==> src/rtl/braid_seq_if.sv <==
// Host-side control and valve/enable status bundle for braid_flow_sequencer.
// The sequencer connects through the slave modport; the host drives through master.
interface braid_seq_if #(
  parameter int N_IN    = 4,
  parameter int N_STAGE = 8,
  parameter int DWELL_W = 8
);
  localparam int SIDX_W = (N_STAGE > 1) ? $clog2(N_STAGE) : 1;

  logic               start;
  logic               abort;
  logic [DWELL_W-1:0] fill_cycles;
  logic [DWELL_W-1:0] mix_cycles;
  logic [DWELL_W-1:0] drain_cycles;
  logic [N_IN-1:0]    inlet_valve;
  logic [N_STAGE-1:0] stage_en;
  logic [N_IN-1:0]    outlet_valve;
  logic               busy;
  logic               done;
  logic               aborted;
  logic [SIDX_W-1:0]  stage_idx;

  modport master (
    output start, abort, fill_cycles, mix_cycles, drain_cycles,
    input  inlet_valve, stage_en, outlet_valve, busy, done, aborted, stage_idx
  );

  modport slave (
    input  start, abort, fill_cycles, mix_cycles, drain_cycles,
    output inlet_valve, stage_en, outlet_valve, busy, done, aborted, stage_idx
  );
endinterface

==> src/rtl/braid_flow_sequencer.sv <==
// Fill / mix / drain valve sequencer for the braid mixing network.
// Define BRAID_SEQ_SERIAL_FILL_EN to open inlets one lane at a time instead of all together.
module braid_flow_sequencer #(
  parameter int N_IN    = 4,
  parameter int N_STAGE = 8,
  parameter int DWELL_W = 8
) (
  input  logic     clk,
  input  logic     rst_n,
  braid_seq_if.slave bus
);
  localparam int SIDX_W = (N_STAGE > 1) ? $clog2(N_STAGE) : 1;
`ifdef BRAID_SEQ_SERIAL_FILL_EN
  localparam int LANE_W = (N_IN > 1) ? $clog2(N_IN) : 1;
`endif

  typedef enum logic [2:0] {S_IDLE, S_FILL, S_MIX, S_DRAIN, S_DONE} state_t;

  state_t             state_q, state_d;
  logic [DWELL_W-1:0] cnt_q, cnt_d;
  logic [DWELL_W-1:0] fill_q, fill_d, mix_q, mix_d, drain_q, drain_d;
  logic [SIDX_W-1:0]  stage_q, stage_d;
  logic               abort_q, abort_d;
`ifdef BRAID_SEQ_SERIAL_FILL_EN
  logic [LANE_W-1:0]  lane_q, lane_d;
`endif

  logic [N_IN-1:0]    inlet_q, inlet_d, outlet_q, outlet_d;
  logic [N_STAGE-1:0] stage_en_q, stage_en_d;
  logic [SIDX_W-1:0]  stage_idx_q, stage_idx_d;
  logic               busy_q, busy_d, done_q, done_d, aborted_q, aborted_d;

  // A zero dwell is treated as one cycle so every phase is visible.
  function automatic logic [DWELL_W-1:0] eff_dwell(input logic [DWELL_W-1:0] v);
    return (v == '0) ? DWELL_W'(1) : v;
  endfunction

  // NOTE: every variable gets a default before the case so no path leaves one unassigned (no latches).
  always_comb begin
    state_d = state_q;
    cnt_d   = cnt_q + DWELL_W'(1);
    fill_d  = fill_q;
    mix_d   = mix_q;
    drain_d = drain_q;
    stage_d = stage_q;
    abort_d = abort_q;
`ifdef BRAID_SEQ_SERIAL_FILL_EN
    lane_d  = lane_q;
`endif

    unique case (state_q)
      S_IDLE: begin
        cnt_d   = '0;
        stage_d = '0;
        abort_d = 1'b0;
`ifdef BRAID_SEQ_SERIAL_FILL_EN
        lane_d  = '0;
`endif
        if (bus.start) begin
          state_d = S_FILL;
          fill_d  = eff_dwell(bus.fill_cycles);
          mix_d   = eff_dwell(bus.mix_cycles);
          drain_d = eff_dwell(bus.drain_cycles);
        end
      end
      S_FILL: begin
        if (bus.abort) begin
          state_d = S_DRAIN;
          cnt_d   = '0;
          abort_d = 1'b1;
        end else if (cnt_q == fill_q - DWELL_W'(1)) begin
          cnt_d = '0;
`ifdef BRAID_SEQ_SERIAL_FILL_EN
          if (lane_q == LANE_W'(N_IN - 1)) begin
            state_d = S_MIX;
            stage_d = '0;
          end else begin
            lane_d = lane_q + LANE_W'(1);
          end
`else
          state_d = S_MIX;
          stage_d = '0;
`endif
        end
      end
      S_MIX: begin
        if (bus.abort) begin
          state_d = S_DRAIN;
          cnt_d   = '0;
          abort_d = 1'b1;
        end else if (cnt_q == mix_q - DWELL_W'(1)) begin
          cnt_d = '0;
          if (stage_q == SIDX_W'(N_STAGE - 1)) state_d = S_DRAIN;
          else                                 stage_d = stage_q + SIDX_W'(1);
        end
      end
      S_DRAIN: begin
        if (cnt_q == drain_q - DWELL_W'(1)) begin
          state_d = S_DONE;
          cnt_d   = '0;
        end
      end
      S_DONE: begin
        state_d = S_IDLE;
        cnt_d   = '0;
        abort_d = 1'b0;
      end
      default: begin
        state_d = S_IDLE;
        cnt_d   = '0;
      end
    endcase

    // Outputs decode the next state so they change on the same edge as the state.
    inlet_d     = '0;
    stage_en_d  = '0;
    outlet_d    = '0;
    stage_idx_d = '0;
    busy_d      = 1'b0;
    done_d      = 1'b0;
    aborted_d   = 1'b0;
    unique case (state_d)
      S_FILL: begin
`ifdef BRAID_SEQ_SERIAL_FILL_EN
        inlet_d = N_IN'(1) << lane_d;
`else
        inlet_d = '1;
`endif
        busy_d = 1'b1;
      end
      S_MIX: begin
        stage_en_d  = N_STAGE'(1) << stage_d;
        stage_idx_d = stage_d;
        busy_d      = 1'b1;
      end
      S_DRAIN: begin
        outlet_d = '1;
        busy_d   = 1'b1;
      end
      S_DONE: begin
        done_d    = 1'b1;
        aborted_d = abort_d;
      end
      default: ;
    endcase
  end

  // NOTE: sequential state uses non-blocking assignments so all registers update together.
  always_ff @(posedge clk or negedge rst_n) begin
    if (!rst_n) begin
      state_q     <= S_IDLE;
      cnt_q       <= '0;
      fill_q      <= '0;
      mix_q       <= '0;
      drain_q     <= '0;
      stage_q     <= '0;
      abort_q     <= 1'b0;
`ifdef BRAID_SEQ_SERIAL_FILL_EN
      lane_q      <= '0;
`endif
      inlet_q     <= '0;
      stage_en_q  <= '0;
      outlet_q    <= '0;
      stage_idx_q <= '0;
      busy_q      <= 1'b0;
      done_q      <= 1'b0;
      aborted_q   <= 1'b0;
    end else begin
      state_q     <= state_d;
      cnt_q       <= cnt_d;
      fill_q      <= fill_d;
      mix_q       <= mix_d;
      drain_q     <= drain_d;
      stage_q     <= stage_d;
      abort_q     <= abort_d;
`ifdef BRAID_SEQ_SERIAL_FILL_EN
      lane_q      <= lane_d;
`endif
      inlet_q     <= inlet_d;
      stage_en_q  <= stage_en_d;
      outlet_q    <= outlet_d;
      stage_idx_q <= stage_idx_d;
      busy_q      <= busy_d;
      done_q      <= done_d;
      aborted_q   <= aborted_d;
    end
  end

  assign bus.inlet_valve  = inlet_q;
  assign bus.stage_en     = stage_en_q;
  assign bus.outlet_valve = outlet_q;
  assign bus.stage_idx    = stage_idx_q;
  assign bus.busy         = busy_q;
  assign bus.done         = done_q;
  assign bus.aborted      = aborted_q;
endmodule

==> src/flat_wrapper.sv <==
// flat-port wrapper written by rule: the top's interface ports become plain ports
module braid_flow_sequencer_flat 
#(
  parameter int N_IN    = 4,
  parameter int N_STAGE = 8,
  parameter int DWELL_W = 8
)
  (clk, rst_n, bus_start, bus_abort, bus_fill_cycles, bus_mix_cycles, bus_drain_cycles, bus_inlet_valve, bus_stage_en, bus_outlet_valve, bus_busy, bus_done, bus_aborted, bus_stage_idx);
  braid_seq_if #(.N_IN(N_IN), .N_STAGE(N_STAGE), .DWELL_W(DWELL_W)) bus_i ();
  input  logic clk;
  input  logic rst_n;
  input wire logic [$bits(bus_i.start)-1:0] bus_start;
  input wire logic [$bits(bus_i.abort)-1:0] bus_abort;
  input wire logic [$bits(bus_i.fill_cycles)-1:0] bus_fill_cycles;
  input wire logic [$bits(bus_i.mix_cycles)-1:0] bus_mix_cycles;
  input wire logic [$bits(bus_i.drain_cycles)-1:0] bus_drain_cycles;
  output wire logic [$bits(bus_i.inlet_valve)-1:0] bus_inlet_valve;
  output wire logic [$bits(bus_i.stage_en)-1:0] bus_stage_en;
  output wire logic [$bits(bus_i.outlet_valve)-1:0] bus_outlet_valve;
  output wire logic [$bits(bus_i.busy)-1:0] bus_busy;
  output wire logic [$bits(bus_i.done)-1:0] bus_done;
  output wire logic [$bits(bus_i.aborted)-1:0] bus_aborted;
  output wire logic [$bits(bus_i.stage_idx)-1:0] bus_stage_idx;
  assign bus_i.start = bus_start;
  assign bus_i.abort = bus_abort;
  assign bus_i.fill_cycles = bus_fill_cycles;
  assign bus_i.mix_cycles = bus_mix_cycles;
  assign bus_i.drain_cycles = bus_drain_cycles;
  assign bus_inlet_valve = bus_i.inlet_valve;
  assign bus_stage_en = bus_i.stage_en;
  assign bus_outlet_valve = bus_i.outlet_valve;
  assign bus_busy = bus_i.busy;
  assign bus_done = bus_i.done;
  assign bus_aborted = bus_i.aborted;
  assign bus_stage_idx = bus_i.stage_idx;
  braid_flow_sequencer #(.N_IN(N_IN), .N_STAGE(N_STAGE), .DWELL_W(DWELL_W)) u_core (.clk(clk), .rst_n(rst_n), .bus(bus_i));
endmodule
==> config.mk <==
export PLATFORM = sky130hd
export DESIGN_NAME = braid_flow_sequencer_flat
export DESIGN_NICKNAME = d
export VERILOG_FILES = /design/src/rtl/braid_seq_if.sv /design/src/rtl/braid_flow_sequencer.sv /design/src/flat_wrapper.sv
export SDC_FILE = /design/constraint.sdc
export NUM_CORES = 1
export LEC_CHECK = 0
export ABC_AREA = 0
export BUFFER_PORTS_ARGS = -buffer_cell sky130_fd_sc_hd__buf_2
export CAP_MARGIN = 20
export CORE_ASPECT_RATIO = 0.75
export CORE_UTILIZATION = 50
export DETAILED_ROUTE_END_ITERATION = 6
export GPL_TIMING_DRIVEN = 0
export PLACE_DENSITY = 0.72
export SLEW_MARGIN = 20
export SYNTH_ARGS = -nofsm -noshare
export SYNTH_HDL_FRONTEND = slang
export SYNTH_SLANG_ARGS = --single-unit
==> constraint.sdc <==
create_clock -name clk -period 3.7 [get_ports clk]
set_input_delay 0.74 -clock clk [delete_from_list [all_inputs] [get_ports clk]]
set_output_delay 0.74 -clock clk [all_outputs]
set_load 0.1 [all_outputs]
==> results of run 1 <==
layout by cell type, fill, tap and decap left out, types with 3 or more instances in the layout:
cell type	n
or2_2	4
nor4b_2	4
ha_1	5
dfrtp_1	55
xor2_1	18
o21ai_0	15
buf_4	8
nor3_1	10
mux2_2	15
inv_1	15
nand2_1	23
buf_2	53
clkbuf_1	9
nor2b_1	7
xnor2_1	13
a21oi_1	9
a211o_1	4
nand4_1	4
or4_1	3
nand3_1	5
clkbuf_8	5
a221o_1	3
nor2_1	23
nor4_1	7
critical path: stages (launching register included):
cell	delay, ns
dfrtp_1	0.46
inv_1	0.10
ha_1	0.14
clkbuf_1	0.30
nand2_1	0.10
o31ai_1	0.25
nand4_1	0.16
a2111oi_2	0.51
a211oi_1	0.22
a21oi_1	0.54
nor2_1	0.12
state kept, by name, indices dropped and copies added (netlist names):
| name | count |
|---|---|
| u_core.bus.done | 1 |
| u_core.fill_q | 8 |
| u_core.state_q | 3 |
| u_core.bus.aborted | 1 |
| u_core.cnt_q | 8 |
| u_core.drain_q | 8 |
| u_core.bus.busy | 1 |
| u_core.abort_q | 1 |
| u_core.bus.outlet_valve | 1 |
| u_core.bus.inlet_valve | 1 |
| u_core.bus.stage_en | 8 |
| u_core.mix_q | 8 |
| u_core.stage_q | 3 |
| u_core.bus.stage_idx | 3 |
cell type report:
class | instances | area, um2 | share of cell area, %
inverters | 16 | 60.1 | 1.66
flip-flops and latches | 55 | 1380 | 37.9
multi-input cells | 219 | 1610 | 44.5
clock inverters | 3 | 23.8 | 0.655
plain buffers | 24 | 139 | 3.83
clock buffers | 5 | 68.8 | 1.90
repair buffers | 49 | 248 | 6.83
well taps | 78 | 97.6 | 2.69
stage by stage:
stage	total power [W]	std cells	area [um2]
finish	0.00299	449	3630
CTS	0.00299	449	3630
global route	0.00321	449	3630
detailed placement	0.00263	441	3530
floorplan	0.00230	314	3180
global placement	0.00257	441	3530
worst paths after layout:
path,startpoint,slack (ns),to,depth (start not counted)
max,u_core.drain_q[0],0.67,u_core.cnt_q[2],10
min,rst_n,0.45,u_core.drain_q[1],1
min in group clk,u_core.fill_q[7],0.54,u_core.fill_q[7],1
max in group asynchronous,rst_n,2.80,u_core.cnt_q[3],1
min reg2reg,u_core.fill_q[7],0.54,u_core.fill_q[7],1
max reg2reg,u_core.drain_q[0],0.67,u_core.cnt_q[2],10
power groups by stage:
stage          clock network [W]  logic [W]  registers [W]
3_3_place_gp                   0    0.00156        0.00100
6_report                0.000350    0.00163        0.00101
3_5_place_dp                   0    0.00161        0.00101
5_1_grt                 0.000384    0.00179        0.00104
2_1_floorplan                  0    0.00122        0.00107
4_1_cts                 0.000359    0.00163        0.00101
cell families after synthesis:
kind of cell,Yosys count
multiplexers,16
flip-flops,55
AO/OA/AOI/OAI,54
XOR/XNOR,31
AND/OR/NAND/NOR,113
buffers and inverters,40
adder cells (fa/ha/maj),5
routing by layer:
layer | up-vias | share of wire, %
met5 | - | 0
met4 | 0 | 0.88
met3 | 7 | 4.4
met2 | 54 | 44
met1 | 1199 | 50
li1 | 1221 | -
==> impl_metrics.ini, run 1 <==
[sta]
finalClockSkew_ns = 0.00827
final-setup-viol-count = 0
hold_viol_final = 0
rsz0062_at_grt = no
drv_slew = 0
slew_headroom_pct = 46.9
period_needed_ns = 3.03
hold_ws_ns = 0.449
fin_setup_tns_ns = 0
fin_ws_ns = 0.671
worstMarginPinSlew_ns = 0.795
fin_crit_sh_pct = 81.9
clock.fmax_ghz = 0.330

[placement]
io_buffers = 49
dpl.hpwl_um = 5100
gp_congestion = 0.898
pre_cts_slack_ns = 0.651

[yosys]
async_flop_share_pct = 100
synthSimpleGateAreaFrac_pct = 21.7
yosys_warnings = 0
ys_ff_latch = 55
syn_nets = 347
synth_compound_gate_area_share_pct = 12.7
yosysSeqAreaShare_pct = 43.2
synth-edff-count = 0
synthMuxAreaShare_pct = 5.62
synth_area_um2 = 3180
synthTopCellsByCount = dfrtp_1, nand2_1, nor2_1
synthAdderAreaFrac_pct = 1.97
ys_top_cells_by_area = dfrtp_1, mux2_2, xor2_1
yosysTopAreaCell = dfrtp_1
synth_cell_type_count = 62
synth_area_per_cell_um2 = 10.1
yosysMostFrequentCell = dfrtp_1
synthFlopType = dfrtp_1
synth_top_family_by_area = simple AND/OR/NAND/NOR gates
netlist.area_leader.share_pct = 43.2
synthCells = 314
synthXorXnorAreaFrac_pct = 8.53

[finish]
postLayoutCoreUtil_pct = 60.7
nets = 403
antenna_cells = 0
fill_cells = 535
drive_gt1_share_pct = 29.1
syn_to_final_growth_pct = 14.0

[run_status]
status = complete, no violations

[grt]
grt_first_pass_wirelength_um = 11600
grt_usage_pct = 22.9
grt_max_degree = 56
met2_usage_pct = 34.1
grt-ovfl-total = 0
grt_use_met3_pct = 3.87
top_usage_layer = met1
use_met1_pct = 34.4
antenna_found_initial = 0
grt_pass1_vias = 2330

[drt]
viasPerCell = 5.53
drt-total-wl_um = 6910
post-route-drc-count = 0
drt_iter0_drc = 141
vias = 2481
detail-route-antenna-nets = 0
first_pass_iters = 4
wl_per_cell_um = 15.4

[clock_network]
root_buffer = clkbuf_8
cts_buffers = 5
path_clk_slew_ns = 0.10
clock_sinks = 55
cts_max_level = 2
clk_path_buf_depth = 2
ctsResizeCount = 0
post-cts-setup-buffers = 0
cts_tree = built
cts-hold-fix-buffers = 0
clkLatencyLatePin_ns = 0.32

[die]
die-area_um2 = 6690
num_io_pins = 50
rows = 24
dieWidth_um = 94.1
floorplan.initialDensity_pct = 53.3
coreArea_um2 = 5980
die_y_um = 71.1

[pwr]
intPower_w = 0.00150
combPwrFrac_pct = 54.5
power_frac_seq_pct = 33.7
p_switching_w = 0.00148
leakagePower_nw = 1.66
p_sw_share_pct = 49.7
p_clk_share_pct = 11.7
p_per_area_nw_per_um2 = 823
ir_worst_vdd_uv = 430

[worst_setup_path]
cp-start-kind = flop
cp_max_fo = 8
crit_arrival_ns = 3.21
worstSetupEndpointType = flop
required_ns = 3.88
critPathKind = flop to flop

[min_path]
hold_class = primary input to asynchronous set/reset pin

[flow_run]
cap_violations = 0
Power figures use the tool's default switching activity.
==> inputs of run 2 (changes only) <==
--- a/config.mk
+++ b/config.mk
@@ -12,7 +12,7 @@
 export CORE_UTILIZATION = 50
 export DETAILED_ROUTE_END_ITERATION = 6
 export GPL_TIMING_DRIVEN = 0
-export PLACE_DENSITY = 0.72
+export PLACE_DENSITY = 0.75
 export SLEW_MARGIN = 20
 export SYNTH_ARGS = -nofsm -noshare
 export SYNTH_HDL_FRONTEND = slang
==> constraint.sdc (replaced) <==
create_clock -name clk -period 2.7 [get_ports clk]
set_input_delay 0.54 -clock clk [delete_from_list [all_inputs] [get_ports clk]]
set_output_delay 0.54 -clock clk [all_outputs]
set_load 0.1 [all_outputs]
==> run 2 against run 1 <==
Net effect: sequential power rose by 37%; flip-flop and latch count is the same; worst hold slack lost 0.19 ns; via count up 2.3%; sequential share of layout area down 1.6 points; design area grew 4.6%; clock skew increased by 0.0024 ns; largest cell class unchanged; combinational power increased by 51%.
==> impl_metrics.ini, run 2 (same netlist as run 1, synthesis figures left out) <==
[run_status]
status = complete, no violations

[sta]
period_needed_ns = 2.64
worstMarginPinSlew_ns = 0.804
fin_crit_sh_pct = 97.9
finalClockSkew_ns = 0.0107
rsz0062_at_grt = yes
clock.fmax_ghz = 0.378
fin_ws_ns = 0.0569
final-setup-viol-count = 0
fin_setup_tns_ns = 0
hold_viol_final = 0
slew_headroom_pct = 46.3
drv_slew = 0

[finish]
regArea_um2 = 1380
syn_to_final_growth_pct = 19.2
postLayoutCoreUtil_pct = 63.5
mostFrequentLayoutCells = buf_2, dfrtp_1, nor2_1, nand2_1, xor2_1
nets = 409
antenna_cells = 0
multiInputGateArea_um2 = 1730
fill_cells = 492
drive_gt1_share_pct = 33.4

[min_path]
hold_class = primary input to asynchronous set/reset pin

[grt]
grt_pass1_vias = 2261
grt_usage_pct = 21.8
grt-ovfl-total = 0
grt_first_pass_wirelength_um = 11200
antenna_found_initial = 0
grt_max_degree = 56

[die]
num_io_pins = 50
coreArea_um2 = 5980
dieWidth_um = 94.1
rows = 24
floorplan.initialDensity_pct = 53.3
die_y_um = 71.1
die-area_um2 = 6690

[worst_setup_path]
crit_buf_inv = 2
crit_end = u_core.bus.stage_en[0]
crit_chain = inv_2, ha_4, xor2_1, o211ai_1, a211o_1, a2111oi_4, nor2_1, a221o_1, buf_6, nor4_4
worstSetupEndpointType = flop
max_stage_delay_ns = 0.45
crit_start = u_core.mix_q[1]
crit_arrival_ns = 2.88
r2r-end = u_core.bus.stage_en[0]
cp-start-kind = flop
reg2reg_slack_ns = 0.06
ff2ff_path_depth = 10
crit_path_top_delay_cell = a2111oi_4
crit_family = compound AO/OA/AOI/OAI gates
cp_max_fo = 5
critPathKind = flop to flop
cp.depth = 10
required_ns = 2.93
rr_startpoint = u_core.mix_q[1]

[pwr]
leakagePower_nw = 1.70
p_per_area_nw_per_um2 = 1140
ir_worst_vdd_uv = 514
power_w = 0.00431

[clock_network]
root_buffer = clkbuf_8
cts_buffers = 5
clk_path_buf_depth = 2
path_clk_slew_ns = 0.11
clkLatencyLatePin_ns = 0.32
cts_tree = built
cts_max_level = 2
clock_sinks = 55

[drt]
wl_per_cell_um = 15.8
drt-total-wl_um = 7180
drt_iter0_drc = 182
vias = 2539
first_pass_iters = 4
viasPerCell = 5.58
detail-route-antenna-nets = 0
post-route-drc-count = 0

[placement]
dpl.hpwl_um = 5040
gp_congestion = 0.901
pre_cts_slack_ns = -0.315
io_buffers = 49

[flow_run]
cap_violations = 0
run 2: cell types whose count changed in the layout (fill, tap and decap cells not counted), sizes merged:
cell    previous run  this run
buf               63        70
clkbuf            15        14
run 2: routing by layer:
metal | vias to the layer above | share of wire, % | GRT usage (%)
met5 | - | 0 | 0
met4 | 0 | 0.85 | 4.44
met3 | 8 | 6.0 | 4.09
met2 | 68 | 45 | 31.2
met1 | 1229 | 48 | 34.2
li1 | 1234 | - | -
run 2: final cells by class:
| type | instances | area share, % |
|---|---|---|
| buffer | 23 | 3.66 |
| clock buffer | 5 | 1.81 |
| clock inverter | 3 | 0.627 |
| inverter | 16 | 1.65 |
| multi-input combinational | 219 | 45.5 |
| sequential | 55 | 36.3 |
| tap | 78 | 2.57 |
| timing repair buffer | 56 | 7.85 |
run 2: per-stage QoR:
stage / hold WS, ns / cell area [um2] / std cells
floorplan: 0.244 / 3180 / 314
global placement: 0.509 / 3530 / 441
detailed placement: 0.517 / 3530 / 441
CTS: 0.289 / 3640 / 448
global route: 0.317 / 3790 / 455
finish: 0.258 / 3790 / 455
run 2: what timing repair did:
item,4_1_cts,5_1_grt
pin swaps,2,18
setup endpoints to repair,24,23
hold buffers,0,0
gates resized for setup,5,17
setup buffers,0,5
gates cloned,0,2
run 2: report_power, final:
part / switching [W] / internal, W
Sequential: 0.000303 / 0.00108
Clock: 0.000292 / 0.000186
Combinational: 0.00155 / 0.000906
run 2: how the worst min path moves through the flow:
stage | end | slack, ns
2_1_floorplan | u_core.abort_q | 0.24
3_3_place_gp | u_core.abort_q | 0.51
3_5_place_dp | u_core.mix_q[7] | 0.52
4_1_cts | u_core.cnt_q[5] | 0.29
5_1_grt | u_core.fill_q[6] | 0.32
6_report | u_core.drain_q[1] | 0.26
